File: src/rtl/rob_recovery_ctrl.sv
// rob_recovery_ctrl
//   Retire-side controller for the reorder buffer. Grants in-order retirement
//   to the two ROB head slots, detects a mispredicted branch at retirement and
//   sequences recovery: pipeline flush, store-buffer drain, fetch redirect.
//   Dispatch is held stalled from the cycle after capture until the redirect
//   cycle has completed.
//
// Ports
//   CLK, RST_N                 clock (rising edge), async active-low reset
//   Commit{1,2}_V              head / head+1 slot holds an executed entry
//   Commit{1,2}_Mispred        that entry is a mispredicted branch
//   Commit{1,2}_New_PC         correct target for the slot
//   Commit{1,2}_Index          ROB index of the slot
//   SB_Empty                   store buffer holds no committed-unwritten stores
//   Retire1_En, Retire2_En     retire slot 1 / slot 2 this cycle
//   Flush                      clear ROB, RS and speculative rename state
//   Dispatch_Stall             block decoder dispatch
//   Redirect_V, Redirect_PC    one-cycle fetch redirect strobe and target
//   Mispred_Index              ROB index of the last recovered branch
//   Mispred_Count              saturating count of recoveries
//   Drain_Error                sticky: store-buffer drain timed out

module rob_recovery_ctrl #(
  parameter int unsigned ROB_INDEX_SIZE = 7,
  parameter int unsigned FLUSH_CYCLES   = 2,   // legal 1..15
  parameter int unsigned DRAIN_TIMEOUT  = 64,  // legal 1..255
  parameter int unsigned CNT_W          = 16
) (
  input  logic                      CLK,
  input  logic                      RST_N,
  input  logic                      Commit1_V,
  input  logic                      Commit1_Mispred,
  input  logic [15:0]               Commit1_New_PC,
  input  logic [ROB_INDEX_SIZE-1:0] Commit1_Index,
  input  logic                      Commit2_V,
  input  logic                      Commit2_Mispred,
  input  logic [15:0]               Commit2_New_PC,
  input  logic [ROB_INDEX_SIZE-1:0] Commit2_Index,
  input  logic                      SB_Empty,
  output logic                      Retire1_En,
  output logic                      Retire2_En,
  output logic                      Flush,
  output logic                      Dispatch_Stall,
  output logic                      Redirect_V,
  output logic [15:0]               Redirect_PC,
  output logic [ROB_INDEX_SIZE-1:0] Mispred_Index,
  output logic [CNT_W-1:0]          Mispred_Count,
  output logic                      Drain_Error
);

  typedef enum logic [1:0] {
    ST_RUN      = 2'd0,
    ST_FLUSH    = 2'd1,
    ST_DRAIN    = 2'd2,
    ST_REDIRECT = 2'd3
  } state_e;

  localparam logic [3:0] FLUSH_LOAD = 4'(FLUSH_CYCLES - 1);
  localparam logic [7:0] DRAIN_LAST = 8'(DRAIN_TIMEOUT - 1);

  state_e                      state_q, state_d;
  logic [3:0]                  flush_cnt_q, flush_cnt_d;
  logic [7:0]                  drain_cnt_q, drain_cnt_d;
  logic [15:0]                 pc_q, pc_d;
  logic [ROB_INDEX_SIZE-1:0]   idx_q, idx_d;
  logic [CNT_W-1:0]            mcnt_q, mcnt_d;
  logic                        derr_q, derr_d;

  logic run;
  logic retire1, retire2;
  logic cap1, cap2;

  // Retirement: slot 2 only follows a valid, non-mispredicting slot 1, so a
  // mispredicting instruction retires but nothing younger passes it.
  always_comb begin
    run     = (state_q == ST_RUN);
    retire1 = run & Commit1_V;
    retire2 = run & Commit1_V & ~Commit1_Mispred & Commit2_V;
    cap1    = retire1 & Commit1_Mispred;
    cap2    = retire2 & Commit2_Mispred;
  end

  always_comb begin
    state_d     = state_q;
    flush_cnt_d = flush_cnt_q;
    drain_cnt_d = drain_cnt_q;
    pc_d        = pc_q;
    idx_d       = idx_q;
    mcnt_d      = mcnt_q;
    derr_d      = derr_q;

    unique case (state_q)
      ST_RUN: begin
        if (cap1 || cap2) begin
          // Slot 1 is older, so its mispredict wins; cap2 implies !cap1.
          if (cap1) begin
            pc_d  = Commit1_New_PC;
            idx_d = Commit1_Index;
          end else begin
            pc_d  = Commit2_New_PC;
            idx_d = Commit2_Index;
          end
          state_d     = ST_FLUSH;
          flush_cnt_d = FLUSH_LOAD;
          if (mcnt_q != '1) begin
            mcnt_d = mcnt_q + 1'b1;
          end
        end
      end

      ST_FLUSH: begin
        if (flush_cnt_q == '0) begin
          state_d     = ST_DRAIN;
          drain_cnt_d = '0;
        end else begin
          flush_cnt_d = flush_cnt_q - 4'd1;
        end
      end

      ST_DRAIN: begin
        // SB_Empty is honoured on the first DRAIN cycle; the timeout only
        // fires on a cycle where the buffer is still not empty.
        if (SB_Empty) begin
          state_d = ST_REDIRECT;
        end else if (drain_cnt_q == DRAIN_LAST) begin
          derr_d  = 1'b1;
          state_d = ST_REDIRECT;
        end else begin
          drain_cnt_d = drain_cnt_q + 8'd1;
        end
      end

      ST_REDIRECT: begin
        state_d = ST_RUN;
      end

      default: begin
        state_d = ST_RUN;
      end
    endcase
  end

  always_ff @(posedge CLK or negedge RST_N) begin
    if (!RST_N) begin
      state_q     <= ST_RUN;
      flush_cnt_q <= '0;
      drain_cnt_q <= '0;
      pc_q        <= '0;
      idx_q       <= '0;
      mcnt_q      <= '0;
      derr_q      <= 1'b0;
    end else begin
      state_q     <= state_d;
      flush_cnt_q <= flush_cnt_d;
      drain_cnt_q <= drain_cnt_d;
      pc_q        <= pc_d;
      idx_q       <= idx_d;
      mcnt_q      <= mcnt_d;
      derr_q      <= derr_d;
    end
  end

  always_comb begin
    Retire1_En     = retire1;
    Retire2_En     = retire2;
    Flush          = (state_q == ST_FLUSH);
    Dispatch_Stall = (state_q != ST_RUN);
    Redirect_V     = (state_q == ST_REDIRECT);
    Redirect_PC    = pc_q;
    Mispred_Index  = idx_q;
    Mispred_Count  = mcnt_q;
    Drain_Error    = derr_q;
  end

endmodule
File: config.mk
export PLATFORM = sky130hd
export DESIGN_NAME = rob_recovery_ctrl
export DESIGN_NICKNAME = d
export VERILOG_FILES = /design/src/rtl/rob_recovery_ctrl.sv
export SDC_FILE = /design/constraint.sdc
export NUM_CORES = 1
export LEC_CHECK = 0
export ABC_CLOCK_PERIOD_IN_PS = 3700
export CAP_MARGIN = 10
export CORE_MARGIN = 2
export CORE_UTILIZATION = 49
export DETAILED_ROUTE_END_ITERATION = 10
export PLACE_DENSITY = 0.95
export SETUP_SLACK_MARGIN = 0.3
export SLEW_MARGIN = 20
export SYNTH_ARGS = -nofsm -noshare
export SYNTH_HDL_FRONTEND = slang
export SYNTH_SLANG_ARGS = --single-unit
File: constraint.sdc
create_clock -name CLK -period 3.7 [get_ports CLK]
set_input_delay 0.37 -clock CLK [delete_from_list [all_inputs] [get_ports CLK]]
set_output_delay 0.37 -clock CLK [all_outputs]
set_load 0.02 [all_outputs]
==> out/results.ini <==
[status]
status=finished, final reports clean

[route]
routed_wl_um=6260
vias_per_cell=5.28
wl_per_cell_um=14.3
drcViolationCount=0
ant_nets=0
vias=2313
drt_iter0_drc=76
dr.pass1.iters=4

[yosys]
synth.ff_latch_count=54
syn_nets=331
ys_types=45
ys.flop_type=dfrtp_1
async_flop_share_pct=100
synth_area_per_cell_um2=10.4
synthCells=269
synth_warnings=0
synth-edff-count=0
seq_area_frac_synth_pct=48.5
syn_area_mm2=0.00279

[clocking]
numCtsBuffers=5
ctsResizeCount=0
cts_tree=done
clockBufferDepth=2
cts_hold_buf=0
post_cts_buffers=0
clk_latency_ns=0.31
clkSinkCount=54
cts_max_level=2
cts_root_buf=clkbuf_8
clk_pin_slew_worst_paths_ns=0.10

[place]
dp_hpwl_um=4680
pre_cts_slack_ns=1.09
dpl_cell_area_mm2=0.00381
place_inst=430
finalWeightedCongestion=0.854
io_buffers=97

[min_path]
hold_path.class=primary input to asynchronous set/reset pin

[worst_setup_path]
setup.worst_path.class=flip-flop to flip-flop
cp-start-kind=flip-flop
end_kind=flip-flop
rrSetupSlack_ns=1.21
cp.arrival_ns=2.69
path_max_fanout=54
required_ns=3.90

[floorplanning]
io_pins=98
dieArea_mm2=0.00631
coreArea_mm2=0.00551
initial_core_util_pct=50.6
dieHeight_um=79.4
rows=27
die_w_um=79.4

[sta]
grt_setup_unrepaired=false
fin_crit_sh_pct=67.3
setup_violations=0
finalHoldViolations=0
tns_ns=0
tightest_slew_ns=0.940
slew_violations=0
max_freq_ghz=0.402
min_period_ns=2.49
fin_ws_ns=1.21
slew_headroom_pct=37.4
worst_clock_skew_ns=0.0108

[cells_and_area]
final_cell_mix=clkdlybuf4s50_1, dfrtp_1, nand2_1, o21ai_0, mux2i_1
fill_cells=386
fin_cells=438
nets=427
final_common_cell=clkdlybuf4s50_1
postLayoutCellArea_mm2=0.00392
syn_to_final_growth_pct=40.7
drive_gt1_share_pct=7.65
diodes=0

[run]
drv_cap=0

[global_route]
grt_max_degree=55
grt_pass1_vias=2296
grt_overflow=0
track_usage_pct=20.3
antenna_found_initial=0
grt_pass1_wl_um=10300

[power_and_ir_drop]
max-vdd-ir-drop_mv=0.415
power_per_cell_area_mw_per_mm2=616
p_leak_nw=1.82

-- critical path: stages, from the launching register on --
cell	delay (ns)
dfrtp_1	0.42
inv_1	0.12
ha_1	0.25
nand2_2	0.10
inv_2	0.08
nand2b_2	0.50
a21oi_2	0.53
mux2_2	0.38
-- flip-flops by register name (all words and copies together) (netlist names) --
name,flops
drain_cnt_q,8
Mispred_Index,7
flush_cnt_q,4
Drain_Error,1
Redirect_PC,16
Mispred_Count,16
state_q,2
-- final timing paths --
path	end	startpoint	cells past startpoint
worst max-delay path	Mispred_Count[1]$_DFFE_PN0P_	state_q[0]$_DFFE_PN0P_	7
worst min-delay path	flush_cnt_q[0]$_DFFE_PN0P_	RST_N	2
worst max register to register	Mispred_Count[1]$_DFFE_PN0P_	state_q[0]$_DFFE_PN0P_	7
worst min register to register	Drain_Error$_DFFE_PN0P_	Drain_Error$_DFFE_PN0P_	1
max in group asynchronous	Redirect_PC[6]$_DFFE_PN0P_	RST_N	2
min in group CLK	Drain_Error$_DFFE_PN0P_	Drain_Error$_DFFE_PN0P_	1
-- metal layers --
layer,share of wire [%],track usage [%]
met2,45,33.6
met3,9.4,5.54
met4,0.72,5.52
met1,45,26.4
met5,0,0
-- per-stage QoR --
step / utilization [%] / power (mW) / hold slack [ns]
after floorplan: - / 1.56 / 0.0744
after global placement: 69.1 / 1.99 / 0.458
after detailed placement: 69.1 / 2.04 / 0.459
after CTS: 71.2 / 2.44 / 0.196
after global routing: 71.2 / 2.58 / 0.223
final: 71.2 / 2.42 / 0.175
-- cell usage after synthesis (4+ instances only) --
library cell   n  area share [%]
nor2_1        10             1.3
ha_1           9             4.0
dfrtp_1       54              48
xor2_1         7             2.2
xnor2_1        8             2.5
clkbuf_1       5            0.67
nand3_1       10             1.8
a21oi_1        9             1.6
nand2_1       40             5.4
mux2i_1       23             8.3
and4_1         4             1.3
o21ai_0       29             5.2
nand2b_1       4            0.90
inv_1          9             1.2
-- area by class of cell --
type,count,area (um^2),area share [%]
inverter,10,37.5,0.958
tap,72,90.1,2.30
timing repair buffer,99,981,25.0
clock inverter,3,43.8,1.12
clock buffer,5,68.8,1.76
multi-input combinational,195,1350,34.4
sequential,54,1350,34.5
-- cell families after synthesis --
family                     share of synthesized area (%)
and+or+nand+nor                                     17.0
AOI/OAI and AO/OA                                   13.5
DFF                                                 48.5
muxes                                               9.07
buffers and inverters                               3.23
xor gates and xnor gates                            4.72
adders and majority gates                           4.04
-- power breakdown --
group | total, mW | internal [mW] | switching, mW
Clock | 0.395 | 0.203 | 0.192
Combinational | 1.12 | 0.521 | 0.602
Sequential | 0.897 | 0.767 | 0.130
Power figures use the tool's default switching activity.
